===== src/rtl/iob_arb_pkg.sv =====
// Shared definitions for the two-master IOb arbiter: default bus widths,
// packed-field bit positions and the master identifier type.
package iob_arb_pkg;

    localparam int IOB_ADDR_W = 32;
    localparam int IOB_DATA_W = 32;
    localparam int IOB_STRB_W = IOB_DATA_W / 8;
    localparam int IOB_REQ_W  = 1 + IOB_ADDR_W + IOB_DATA_W + IOB_STRB_W;
    localparam int IOB_RESP_W = IOB_DATA_W + 2;

    // Field slices of {avalid, addr, wdata, wstrb} and {rdata, rvalid, ready}
    localparam int AVALID_BIT = IOB_REQ_W - 1;
    localparam int ADDR_MSB   = IOB_REQ_W - 2;
    localparam int ADDR_LSB   = IOB_DATA_W + IOB_STRB_W;
    localparam int WDATA_MSB  = IOB_DATA_W + IOB_STRB_W - 1;
    localparam int WDATA_LSB  = IOB_STRB_W;
    localparam int WSTRB_MSB  = IOB_STRB_W - 1;
    localparam int WSTRB_LSB  = 0;
    localparam int RDATA_MSB  = IOB_RESP_W - 1;
    localparam int RDATA_LSB  = 2;
    localparam int RVALID_BIT = 1;
    localparam int READY_BIT  = 0;

    typedef enum logic {
        MST_0 = 1'b0,
        MST_1 = 1'b1
    } mst_id_t;

    function automatic int ptr_w(input int depth);
        return (depth > 1) ? $clog2(depth) : 1;
    endfunction

endpackage


===== src/rtl/iob_arb_id_fifo.sv =====
// Small FIFO of master IDs, one entry per read accepted by the slave,
// so in-order read responses can be steered back to their issuer.
module iob_arb_id_fifo
    import iob_arb_pkg::*;
#(
    parameter int DEPTH = 2
) (
    input  logic    clk,
    input  logic    arst_n,
    input  logic    push,
    input  mst_id_t push_id,
    input  logic    pop,
    output logic    full,
    output logic    empty,
    output mst_id_t head
);

    localparam int PTR_W = ptr_w(DEPTH);
    localparam int CNT_W = $clog2(DEPTH) + 1;

    mst_id_t          mem_r [DEPTH];
    logic [PTR_W-1:0] wr_ptr_r;
    logic [PTR_W-1:0] rd_ptr_r;
    logic [CNT_W-1:0] count_r;
    logic             do_push_s;
    logic             do_pop_s;

    function automatic logic [PTR_W-1:0] ptr_inc(input logic [PTR_W-1:0] p);
        if (p == PTR_W'(DEPTH - 1)) begin
            return {PTR_W{1'b0}};
        end else begin
            return p + PTR_W'(1'b1);
        end
    endfunction

    assign full      = (count_r == CNT_W'(DEPTH));
    assign empty     = (count_r == {CNT_W{1'b0}});
    assign head      = mem_r[rd_ptr_r];
    assign do_push_s = push & ~full;
    assign do_pop_s  = pop & ~empty;

    // Entry storage and write pointer
    always_ff @(posedge clk or negedge arst_n) begin
        if (!arst_n) begin
            for (int i = 0; i < DEPTH; i++) begin
                mem_r[i] <= MST_0;
            end
            wr_ptr_r <= {PTR_W{1'b0}};
        end else if (do_push_s) begin
            mem_r[wr_ptr_r] <= push_id;
            wr_ptr_r        <= ptr_inc(wr_ptr_r);
        end
    end

    // Read pointer and occupancy; push+pop together keeps the count
    always_ff @(posedge clk or negedge arst_n) begin
        if (!arst_n) begin
            rd_ptr_r <= {PTR_W{1'b0}};
            count_r  <= {CNT_W{1'b0}};
        end else begin
            if (do_pop_s) begin
                rd_ptr_r <= ptr_inc(rd_ptr_r);
            end
            case ({do_push_s, do_pop_s})
                2'b10:   count_r <= count_r + CNT_W'(1'b1);
                2'b01:   count_r <= count_r - CNT_W'(1'b1);
                default: count_r <= count_r;
            endcase
        end
    end

endmodule


===== src/rtl/iob_bus_arbiter2.sv =====
// Two-master to one-slave IOb arbiter: round-robin grant with request locking,
// read-response routing through an ID FIFO, and a sticky spurious-rvalid flag.
module iob_bus_arbiter2
    import iob_arb_pkg::*;
#(
    parameter int ADDR_W = 32,
    parameter int DATA_W = 32,
    parameter int MAX_RD = 2,
    parameter int REQ_W  = 1 + ADDR_W + DATA_W + DATA_W / 8,
    parameter int RESP_W = DATA_W + 2
) (
    input  logic              clk_i,
    input  logic              arst_n_i,
    input  logic              cke_i,
    input  logic [REQ_W-1:0]  m0_req_i,
    output logic [RESP_W-1:0] m0_resp_o,
    input  logic [REQ_W-1:0]  m1_req_i,
    output logic [RESP_W-1:0] m1_resp_o,
    output logic [REQ_W-1:0]  s_req_o,
    input  logic [RESP_W-1:0] s_resp_i,
    output logic              err_o
);

    localparam int STRB_W = DATA_W / 8;

    mst_id_t          grant_s;
    mst_id_t          last_grant_r;
    mst_id_t          lock_id_r;
    logic             lock_r;
    logic             err_r;
    logic [REQ_W-1:0] gnt_req_s;
    logic             gnt_valid_s;
    logic             gnt_read_s;
    logic             stall_s;
    logic             fwd_s;
    logic             accept_s;
    logic             rsp_valid_s;
    logic             m0_avalid_s;
    logic             m1_avalid_s;
    logic             fifo_full_s;
    logic             fifo_empty_s;
    mst_id_t          fifo_head_s;

    assign m0_avalid_s = m0_req_i[REQ_W-1];
    assign m1_avalid_s = m1_req_i[REQ_W-1];

    // Grant selection: a locked master keeps the bus, otherwise round-robin on ties
    always_comb begin
        grant_s = MST_0;
        if (lock_r) begin
            grant_s = lock_id_r;
        end else if (m0_avalid_s && m1_avalid_s) begin
            grant_s = (last_grant_r == MST_0) ? MST_1 : MST_0;
        end else if (m1_avalid_s) begin
            grant_s = MST_1;
        end else begin
            grant_s = MST_0;
        end
    end

    // Forward the granted request unless it is a read with no FIFO room
    always_comb begin
        gnt_req_s   = (grant_s == MST_1) ? m1_req_i : m0_req_i;
        gnt_valid_s = gnt_req_s[REQ_W-1];
        gnt_read_s  = (gnt_req_s[STRB_W-1:0] == {STRB_W{1'b0}});
        stall_s     = gnt_valid_s & gnt_read_s & fifo_full_s;
        fwd_s       = gnt_valid_s & ~stall_s;
        accept_s    = fwd_s & s_resp_i[0];
        if (fwd_s) begin
            s_req_o = gnt_req_s;
        end else begin
            s_req_o = {REQ_W{1'b0}};
        end
    end

    // Response demux: rdata broadcast, rvalid to FIFO head, ready to the granted master
    always_comb begin
        rsp_valid_s = s_resp_i[1] & ~fifo_empty_s;
        m0_resp_o   = {s_resp_i[RESP_W-1:2],
                       rsp_valid_s & (fifo_head_s == MST_0),
                       accept_s & (grant_s == MST_0)};
        m1_resp_o   = {s_resp_i[RESP_W-1:2],
                       rsp_valid_s & (fifo_head_s == MST_1),
                       accept_s & (grant_s == MST_1)};
    end

    // Lock and round-robin history
    always_ff @(posedge clk_i or negedge arst_n_i) begin
        if (!arst_n_i) begin
            lock_r       <= 1'b0;
            lock_id_r    <= MST_0;
            last_grant_r <= MST_1;
        end else if (cke_i) begin
            if (accept_s) begin
                lock_r       <= 1'b0;
                last_grant_r <= grant_s;
            end else if (gnt_valid_s) begin
                lock_r    <= 1'b1;
                lock_id_r <= grant_s;
            end
        end
    end

    // Sticky flag for rvalid arriving with nothing outstanding
    always_ff @(posedge clk_i or negedge arst_n_i) begin
        if (!arst_n_i) begin
            err_r <= 1'b0;
        end else if (cke_i && s_resp_i[1] && fifo_empty_s) begin
            err_r <= 1'b1;
        end
    end

    assign err_o = err_r;

    iob_arb_id_fifo #(
        .DEPTH (MAX_RD)
    ) u_id_fifo (
        .clk     (clk_i),
        .arst_n  (arst_n_i),
        .push    (cke_i & accept_s & gnt_read_s),
        .push_id (grant_s),
        .pop     (cke_i & rsp_valid_s),
        .full    (fifo_full_s),
        .empty   (fifo_empty_s),
        .head    (fifo_head_s)
    );

endmodule

===== config.mk =====
export PLATFORM = sky130hd
export DESIGN_NAME = iob_bus_arbiter2
export DESIGN_NICKNAME = d
export VERILOG_FILES = /design/src/rtl/iob_arb_pkg.sv /design/src/rtl/iob_arb_id_fifo.sv /design/src/rtl/iob_bus_arbiter2.sv
export SDC_FILE = /design/constraint.sdc
export NUM_CORES = 1
export LEC_CHECK = 0
export BUFFER_PORTS_ARGS = -buffer_cell sky130_fd_sc_hd__buf_2
export CAP_MARGIN = 0
export CORE_AREA = 2 2 122 124
export DETAILED_ROUTE_END_ITERATION = 10
export DIE_AREA = 0 0 124 126
export PLACE_DENSITY = 0.47
export SETUP_SLACK_MARGIN = 0.2
export SKIP_LAST_GASP = 1
export SLEW_MARGIN = 20
export SYNTH_ARGS = -nofsm -noshare
export SYNTH_HDL_FRONTEND = slang
export SYNTH_HIERARCHICAL = 1
export SYNTH_SLANG_ARGS = --single-unit

===== constraint.sdc =====
create_clock -name clk_i -period 2.8 [get_ports clk_i]
set_input_delay 0.42 -clock clk_i [delete_from_list [all_inputs] [get_ports clk_i]]
set_output_delay 0.42 -clock clk_i [all_outputs]
set_load 0.05 [all_outputs]

# After elaboration in Yosys (flattened, before gate mapping)
# Index checks and enable logic that the tools add are counted.
dict set report totals {
  reg_bits 10
  output_inout_bits 138
  wordCells 69
}
dict set report op_classes {
  n_addsub 4
  order_cmp 3
  n_eq_ne 3
  muxes 17
  n_bitwise 22
  n_reduce_logical 11
}
# cell n
set op_table {}
lappend op_table {{two-way mux 69 bit} 2}
lappend op_table {{bitwise AND 1 bit} 14}
lappend op_table {{two-way mux 1 bit} 12}
lappend op_table {{NOT 1 bit} 6}
lappend op_table {{equality test 2 bit (second input constant)} 2}
lappend op_table {{greater-or-equal comparator 2 bit (second input constant)} 2}
lappend op_table {{logical AND 1 bit} 4}
lappend op_table {{logical NOT 4 bit} 1}
lappend op_table {{NOT 1 -> 2 bit} 2}
lappend op_table {{case mux 2 bit (2 select lines)} 1}
lappend op_table {{AND reduction 2 bit} 2}
lappend op_table {{nonzero test 2 bit} 2}
lappend op_table {{AND reduction 3 bit} 1}
lappend op_table {{adder 1 bit (second input constant)} 2}
lappend op_table {{adder 2 x 1 -> 2 bit (second input constant)} 1}
lappend op_table {{bitwise mux 2 bit} 1}
lappend op_table {{equality test 2 x 1 -> 1 bit (second input constant)} 1}
lappend op_table {{logical NOT 2 bit} 1}
lappend op_table {{less-than comparator 2 x 1 -> 1 bit (second input constant)} 1}
lappend op_table {{subtractor 2 x 1 -> 2 bit (second input constant)} 1}
lappend op_table {{demux 1 bit (select 1 bit)} 1}

# Logic depth before layout (Yosys ltp)
# Gate-level depths: netlist of run 1.
dict set report depth {
  depth_word 15
  depth_mapped 10
  mapped_depth_nobuf 10
}

# Cells and area by module
# The synthesis of run 1 kept the hierarchy.
# module instances cells_each area_per_inst_um2
set modules_own_cells {}
lappend modules_own_cells {iob_bus_arbiter2 1 271 1854.3}
lappend modules_own_cells {iob_arb_id_fifo 1 23 282.8}

# Worst setup path before layout of run 1
# OpenSTA, ideal clock, no wires.
dict set report synth_timing {
  path_kind {flip-flop to output port}
  startpoint {register last_grant_r}
  endpoint {output port m0_resp_o[0]}
  arrival_time_ns 2.208
  slack_ns 0.172
  stages_incl_launch_ff 6
  n_path_buf 1
  path_cell_list {dfstp_2 -> nand2_1 -> a22oi_4 -> inv_2 -> buf_2 -> nor3_1}
}
dict set report synth_via {
  elab_chain_len 11
}
# item line
set synth_lines {}
lappend synth_lines {{start, declared} iob_bus_arbiter2.sv:27} ;# mst_id_t last_grant_r;
lappend synth_lines {{start signal, assigned} iob_bus_arbiter2.sv:96} ;# last_grant_r <= grant_s;
lappend synth_lines {{two-way mux 1 bit (*)} iob_bus_arbiter2.sv:53} ;# grant_s = (last_grant_r == MST_0) ? MST_1 : MST_0;
lappend synth_lines {{two-way mux 1 bit (*)} iob_bus_arbiter2.sv:52} ;# end else if (m0_avalid_s && m1_avalid_s) begin
lappend synth_lines {{two-way mux 1 bit (*)} iob_bus_arbiter2.sv:50} ;# if (lock_r) begin
lappend synth_lines {{named net grant_s} iob_bus_arbiter2.sv:26} ;# mst_id_t grant_s;
lappend synth_lines {{two-way mux 69 bit} iob_bus_arbiter2.sv:63} ;# gnt_req_s = (grant_s == MST_1) ? m1_req_i : m0_req_i;
lappend synth_lines {{logical NOT 4 bit} iob_bus_arbiter2.sv:65} ;# gnt_read_s = (gnt_req_s[STRB_W-1:0] == {STRB_W{1'b0}});
lappend synth_lines {{bitwise AND 1 bit (2 in a row)} iob_bus_arbiter2.sv:66} ;# stall_s = gnt_valid_s & gnt_read_s & fifo_full_s;
lappend synth_lines {{NOT 1 bit} iob_bus_arbiter2.sv:67} ;# fwd_s = gnt_valid_s & ~stall_s;
lappend synth_lines {{bitwise AND 1 bit} iob_bus_arbiter2.sv:67}
lappend synth_lines {{bitwise AND 1 bit} iob_bus_arbiter2.sv:68} ;# accept_s = fwd_s & s_resp_i[0];
lappend synth_lines {{bitwise AND 1 bit (*)} iob_bus_arbiter2.sv:81} ;# accept_s & (grant_s == MST_0)};
lappend synth_lines {{end, declared} iob_bus_arbiter2.sv:16} ;# output logic [RESP_W-1:0] m0_resp_o,
# Mark *: on every way through the listed nets, which the timed path passes. The rest lies on a longest branch.

# Worst setup path after layout of run 1
dict set report layout_timing {
  startpoint {register last_grant_r}
  endpoint {output port s_req_o[30]}
}
dict set report layout_via {
  elab_chain_len 10
}
# item line
set layout_lines {}
lappend layout_lines {{two-way mux 1 bit (*)} iob_bus_arbiter2.sv:53}
lappend layout_lines {{two-way mux 1 bit (*)} iob_bus_arbiter2.sv:52}
lappend layout_lines {{two-way mux 1 bit (*)} iob_bus_arbiter2.sv:50}
lappend layout_lines {{two-way mux 69 bit (*)} iob_bus_arbiter2.sv:63}
lappend layout_lines {{logical NOT 4 bit} iob_bus_arbiter2.sv:65}
lappend layout_lines {{bitwise AND 1 bit (2 in a row)} iob_bus_arbiter2.sv:66}
lappend layout_lines {{NOT 1 bit} iob_bus_arbiter2.sv:67}
lappend layout_lines {{bitwise AND 1 bit} iob_bus_arbiter2.sv:67}
lappend layout_lines {{two-way mux 69 bit (*)} iob_bus_arbiter2.sv:69} ;# if (fwd_s) begin
lappend layout_lines {{end, declared} iob_bus_arbiter2.sv:19} ;# output logic [REQ_W-1:0] s_req_o,
# Every way passes the cells marked *; elsewhere a longest branch is shown, timed or not.

==> results_dict.tcl, run 1 <==
set metrics [dict create \
    status "complete, no violations" \
    crit_path_end_kind "output pin" \
    setup_tns_ps 0 \
    initial_core_util 0.149 \
    layout-area-overhead-vs-synth_pct 46.9 \
    fin_crit_sh 0.892 \
    finalWeightedCongestion 0.788 \
    drt_iter0_markers 109 \
    grt_pass1_wl_um 13600 \
    num_vias 2853 \
    cts_sinks 10 \
    fmax_ghz 0.400 \
    worst_clock_skew_ps 2.97 \
    portBuffers 216 \
    synth_async_sr_flop_share 1.00 \
    cts_buffers 3 \
    yosysTopAreaCellShare 0.262 \
    overflow 0 \
    synthesis.instances 294 \
    report.final.setup_viol 0 \
    drc 0 \
    max_slew_margin 0.497 \
    synth_ff_type "dfrtp_1" \
    yosysMostFrequentCell "buf_4" \
    cap_violations 0 \
    wl_per_cell_um 15.2 \
    ys_ff_latch 10 \
    power.total_mw 2.08 \
    synth_top_area_cell "a32oi_1" \
    hold_viol 0 \
    rsz0062_at_grt "yes" \
    grt_pass1_vias 2782 \
    synth_common_cells "buf_4 (70), nor2_1 (67), a32oi_1 (64)" \
    clock_path_buffers 2 \
    arrival_ps 2080 \
    critPathMaxStageDelay_ps 530 \
    row_count 44 \
    synth_edf_count 0 \
    root_buffer "clkbuf_16" \
    ios 313 \
    cp-start-kind "flip-flop" \
    synth-warning-count 6 \
    crit_buf_inv 3 \
    path_clk_slew_ps 40 \
    dr.pass1.iters 4 \
    post-route-util 0.219 \
    grt_max_degree 44 \
    drt_wl_total_um 9430 \
    drive_gt1_frac 0.568 \
    antenna_found_initial 1 \
    die_area_mm2 0.0156 \
    crit_family "buffers and inverters" \
    crit_path_cell_trace "nand2_1 > a222oi_1 > buf_4 > buf_12 > a32oi_1 > nor2_1 > clkbuf_4" \
    cts_tree "yes" \
    crit_fanout 40 \
    synth_area_leaders "a32oi_1 (26%), buf_4 (25%), nor2_1 (12%)" \
    die_h_um 126 \
    ys_types 43 \
    antenna_cells 0 \
    syn_area_mm2 0.00214 \
    insertion_delay_ps 230 \
    p_leak_nw 1.54 \
    postCtsHoldBufs 0 \
    die_w_um 124 \
    avgSynthCellArea_um2 7.27 \
    detail-route-antenna-nets 0 \
    hp-class "in2async" \
    dpl.hpwl_um 7230 \
    power_density_mw_per_mm2 664 \
    tightest_slew_ps 755 \
    grt_usage 0.109 \
    final.min_clock_period_ps 2500 \
    ir_drop_v 0.000193 \
    vias_per_cell 4.61 \
    crit_slowest_cell "dfstp_2" \
    fin_nets 612 \
    synth-seq-area-share 0.118 \
    critPathKind "reg2out" \
    cp.required_ps 2380 \
    htreeDepth 1 \
    drv_slew 0 \
    syn_nets 470 \
    core_area_mm2 0.0143 \
]
==> flip-flops by register name, indices dropped and copies added (netlist names) <==
signal / flops
u_id_fifo/rd_ptr_r: 1
u_id_fifo/wr_ptr_r: 1
u_id_fifo/count_r: 2
lock_r: 1
lock_id_r: 1
last_grant_r: 1
err_o: 1
u_id_fifo/mem_r: 2
==> final timing paths <==
check / cells after the start / endpoint / from / slack (ps)
min reg2reg: 1 / err_o / err_o / 470
max in group asynchronous: 1 / last_grant_r / arst_n_i / 2490
min: 1 / u_id_fifo/count_r[0] / arst_n_i / 50
max: 7 / s_req_o[30] / last_grant_r / 300
min in group clk_i: 2 / err_o / s_resp_i[1] / 460
max reg2reg: 7 / u_id_fifo/count_r[1] / lock_r / 420
==> repair_timing <==
action,CTS,global route
endpoints found under the setup margin,64,65
cloned,1,0
resized for setup,4,38
buffers inserted,1,1
pin swaps,2,0
hold endpoints to repair,0,0
==> layer usage <==
metal / wire [um] / part of all wire / vias to the layer above / global-route usage
met5: 0 / 0 / - / 0
met4: 142 / 0.015 / 0 / 0.0291
met3: 921 / 0.098 / 26 / 0.0258
met2: 4900 / 0.52 / 155 / 0.207
met1: 3470 / 0.37 / 1349 / 0.120
li1: - / - / 1323 / -
==> cells in the final DEF (no fill, tap or decap), drive strengths merged, types with 2 or more instances in the layout <==
master | netlist | layout
xor2 | 2 | 2
and3b | 2 | 2
inv | 2 | 2
xnor2 | 3 | 3
nor2b | 2 | 2
mux2 | 4 | 4
a32oi | 64 | 64
a21oi | 7 | 7
dfrtp | 9 | 9
nor2 | 67 | 67
nand2 | 12 | 12
nor4 | 2 | 2
a41oi | 2 | 2
clkbuf | 8 | 36
a21boi | 2 | 2
buf | 84 | 196
nand3 | 2 | 2
o21ai | 3 | 4
==> stage by stage <==
stage / instance area (um^2) / hold WS, ps / std cells / worst slack [ps]
final: 3140 / 45.8 / 619 / 301
after global routing: 3140 / 63.3 / 619 / 164
after CTS: 3030 / 53.2 / 618 / 195
after detailed placement: 2930 / 297 / 612 / 165
after global placement: 2930 / 291 / 612 / 124
after floorplan: 2140 / 124 / 294 / 389
==> cells by family after synthesis <==
group,count (synthesis),share of synthesized area
multiplexers,5,0.0275
XOR/XNOR,5,0.0205
AND/OR/NAND/NOR,94,0.196
AO/OA/AOI/OAI,85,0.337
buffers and inverters,94,0.295
flip-flops,10,0.118
adder cells (fa/ha/maj),1,0.00585
==> cell type report <==
| class | instances | area, um^2 |
|---|---|---|
| clock buffer | 4 | 78.8 |
| timing repair buffer | 228 | 1290 |
| tap | 184 | 230 |
| fill | 1625 | 11200 |
| multi-input combinational | 191 | 1280 |
| sequential | 10 | 251 |
| inverter | 2 | 7.51 |
==> where the power goes <==
group	switching (mW)	total [mW]	internal, mW
Clock	0.0633	0.254	0.190
Combinational	1.13	1.60	0.471
Sequential	0.0430	0.227	0.184
Total	1.24	2.08	0.846
Power figures use the tool's default switching activity.
==> inputs of run 2 (changes only) <==
ABC_AREA = 1   (was not set)
clock period = 2.4 ns   (was 2.8 ns; I/O delays follow)
==> run 2 against run 1 <==
  * Die area unchanged
  * Routed wire length grew 11%
  * First-iteration DRC count is 55% lower
  * Area after synthesis is 0.41% higher
  * Critical path depth increased by 5
  * Combinational power grew to 3.7 times the previous value
  * The run now ends with negative setup slack left
  * Final cell count rose by 19%
  * Final area is 43% higher
  * Flip-flop and latch count unchanged
==> results_dict.tcl, run 2 <==
set metrics [dict create \
    worst_clock_skew_ps 2.98 \
    htreeDepth 1 \
    synth-warning-count 6 \
    initial_core_util 0.150 \
    path_clk_slew_ps 40 \
    core_area_mm2 0.0143 \
    violations "negative setup slack" \
    p_comb_frac 0.907 \
    status "complete, but fails checks" \
    layout-area-overhead-vs-synth_pct 109 \
    final_common_cell "nand2_1" \
    report.final.setup_viol 41 \
    drive_gt1_frac 0.618 \
    cp.required_ps 2040 \
    synth_area_leaders "nand2_1 (28%), buf_4 (23%), a21oi_1 (14%)" \
    syn_nets 556 \
    synth_ff_type "dfrtp_1" \
    post-route-util 0.313 \
    power_density_mw_per_mm2 1470 \
    rr_startpoint "last_grant_r" \
    antenna_cells 0 \
    insertion_delay_ps 240 \
    hp-class "in2reg" \
    synth-seq-area-share 0.117 \
    avgSynthCellArea_um2 5.65 \
    drc 0 \
    arrival_ps 2100 \
    grt_usage 0.116 \
    max_slew_margin 0.771 \
    root_buffer "clkbuf_16" \
    antenna_found_initial 1 \
    row_count 44 \
    cts_sinks 10 \
    fmax_ghz 0.407 \
    crit_fanout 8 \
    finalWeightedCongestion 0.754 \
    dpl.cell_count 707 \
    seqPwrFrac 0.043 \
    critPathKind "reg2out" \
    ir_drop_v 0.000623 \
    synth_edf_count 0 \
    drv_slew 0 \
    intPower_mw 2.67 \
    vias_per_cell 4.09 \
    place_area_mm2 0.00318 \
    overflow 0 \
    yosysMostFrequentCell "nand2_1" \
    die_w_um 124 \
    crit_start "last_grant_r" \
    final.min_clock_period_ps 2460 \
    portBuffers 216 \
    cap_violations 0 \
    num_vias 3010 \
    yosysTopAreaCellShare 0.282 \
    syn_area_mm2 0.00215 \
    ios 313 \
    drt_wl_total_um 10500 \
    drt_iter0_markers 49 \
    die_area_mm2 0.0156 \
    grt_max_degree 38 \
    die_h_um 126 \
    synth_async_sr_flop_share 1.00 \
    tightest_slew_ps 344 \
    grt_pass1_vias 2973 \
    power.net_switching_mw 3.92 \
    layout.cells.non_filler 736 \
    setup_tns_ps -954 \
    grt_pass1_wl_um 14500 \
    fin_nets 729 \
    dr.pass1.iters 4 \
    p_leak_nw 2.16 \
    fin_ws_ps -57.4 \
    synth_common_cells "nand2_1 (161), buf_4 (65), a21oi_1 (59)" \
    crit_path_end_kind "output pin" \
    fillers 1571 \
    fin_area_mm2 0.00448 \
    dpl.hpwl_um 7350 \
    clock_path_buffers 2 \
    final_cell_mix "nand2_1 (154), buf_2 (145), buf_6 (46)" \
    synthesis.instances 380 \
    ys_types 25 \
    top_regs "u_id_fifo/count_r (2), u_id_fifo/mem_r (2)" \
    cts_buffers 3 \
    cts_tree "yes" \
    wl_per_cell_um 14.2 \
    dp_slack_ps 102 \
    detail-route-antenna-nets 0 \
    hold_viol 0 \
    hp-start "s_resp_i[1]" \
    p_clk_frac 0.050 \
    cp-start-kind "flip-flop" \
    ys_ff_latch 10 \
    sw_frac_of_total 0.595 \
    synth_top_area_cell "nand2_1" \
    fin_crit_sh 1.02 \
    rsz0062_at_grt "yes" \
]
run 2: cell count changes in the layout (fill, tap and decap cells not counted), sizes merged, moves of 4 or more:
cell    change
nand2     +158
a32oi      -64
a21oi      +61
nor2       -57
buf        +53
clkbuf     -30
inv        +15
nand3      +10
mux2        -4
nand4       +4
run 2: cell families (layout without fill, tap and decap cells):
kind of cell / count (synthesis) / after routing / synth area share
compound gates: 71 / 71 / 0.185
xor+xnor: 1 / 1 / 0.00408
fa+ha+maj: 1 / 1 / 0.00583
buf+inv: 103 / 273 / 0.313
flops: 10 / 10 / 0.117
simple gates: 194 / 196 / 0.376
run 2: per-stage QoR:
step / power, mW / hold WS (ps)
4_1_cts: 6.01 / 382
2_1_floorplan: 3.83 / 64.4
5_1_grt: 7.00 / 396
3_3_place_gp: 4.55 / 242
6_report: 6.60 / 384
3_5_place_dp: 4.54 / 240
run 2: metal layers:
metal | vias to the layer above | routed length [um] | GRT usage
met4 | 2 | 88 | 0.0198
li1 | 1488 | - | -
met3 | 12 | 1060 | 0.0303
met5 | - | 13 | 0
met2 | 181 | 5410 | 0.225
met1 | 1327 | 3890 | 0.125
run 2: area by class of cell:
cell class	count	area [um^2]	area share
Timing Repair Buffer	252	1970	0.440
Inverter	17	63.8	0.0142
Multi-Input combinational cell	269	1870	0.418
Sequential cell	10	251	0.0562
Clock buffer	4	88.8	0.0198
Tap cell	184	230	0.0514
run 2: what timing repair did:
action | 4_1_cts | 5_1_grt
setup endpoints to repair | 72 | 76
endpoints found under the hold margin | 9 | 0
cloned | 6 | 2
gates resized for setup | 141 | 75
hold buffers | 1 | 0
buffers inserted | 13 | 3
pin swaps | 7 | 7
run 2: path summary, 6_finish.rpt:
path / end / slack [ps] / depth (start not counted)
hold / removal: err_o / 380 / 2
setup reg to reg: u_id_fifo/count_r[1] / 90 / 17
min in group asynchronous: err_o / 510 / 2
max in group asynchronous: last_grant_r / 1630 / 2
setup / recovery: s_req_o[21] / -60 / 12
hold reg to reg: lock_id_r / 470 / 2
run 2: power groups by stage:
stage	Combinational, mW	Sequential (mW)	Clock, mW
final	5.98	0.287	0.330
after global routing	6.36	0.298	0.347
after CTS	5.38	0.288	0.338
after detailed placement	4.25	0.289	0
after global placement	4.26	0.290	0
after floorplan	3.55	0.280	0
run 2: worst max-delay path: stages (launching register included):
cell	delay, ps
dfstp_2	530
nand2_2	60
nand3_4	90
buf_8	140
nand3_4	80
nand2_4	70
nor2_4	40
nand3_4	120
nand2_8	90
buf_12	140
clkbuf_16	180
a21oi_4	130
buf_6	170
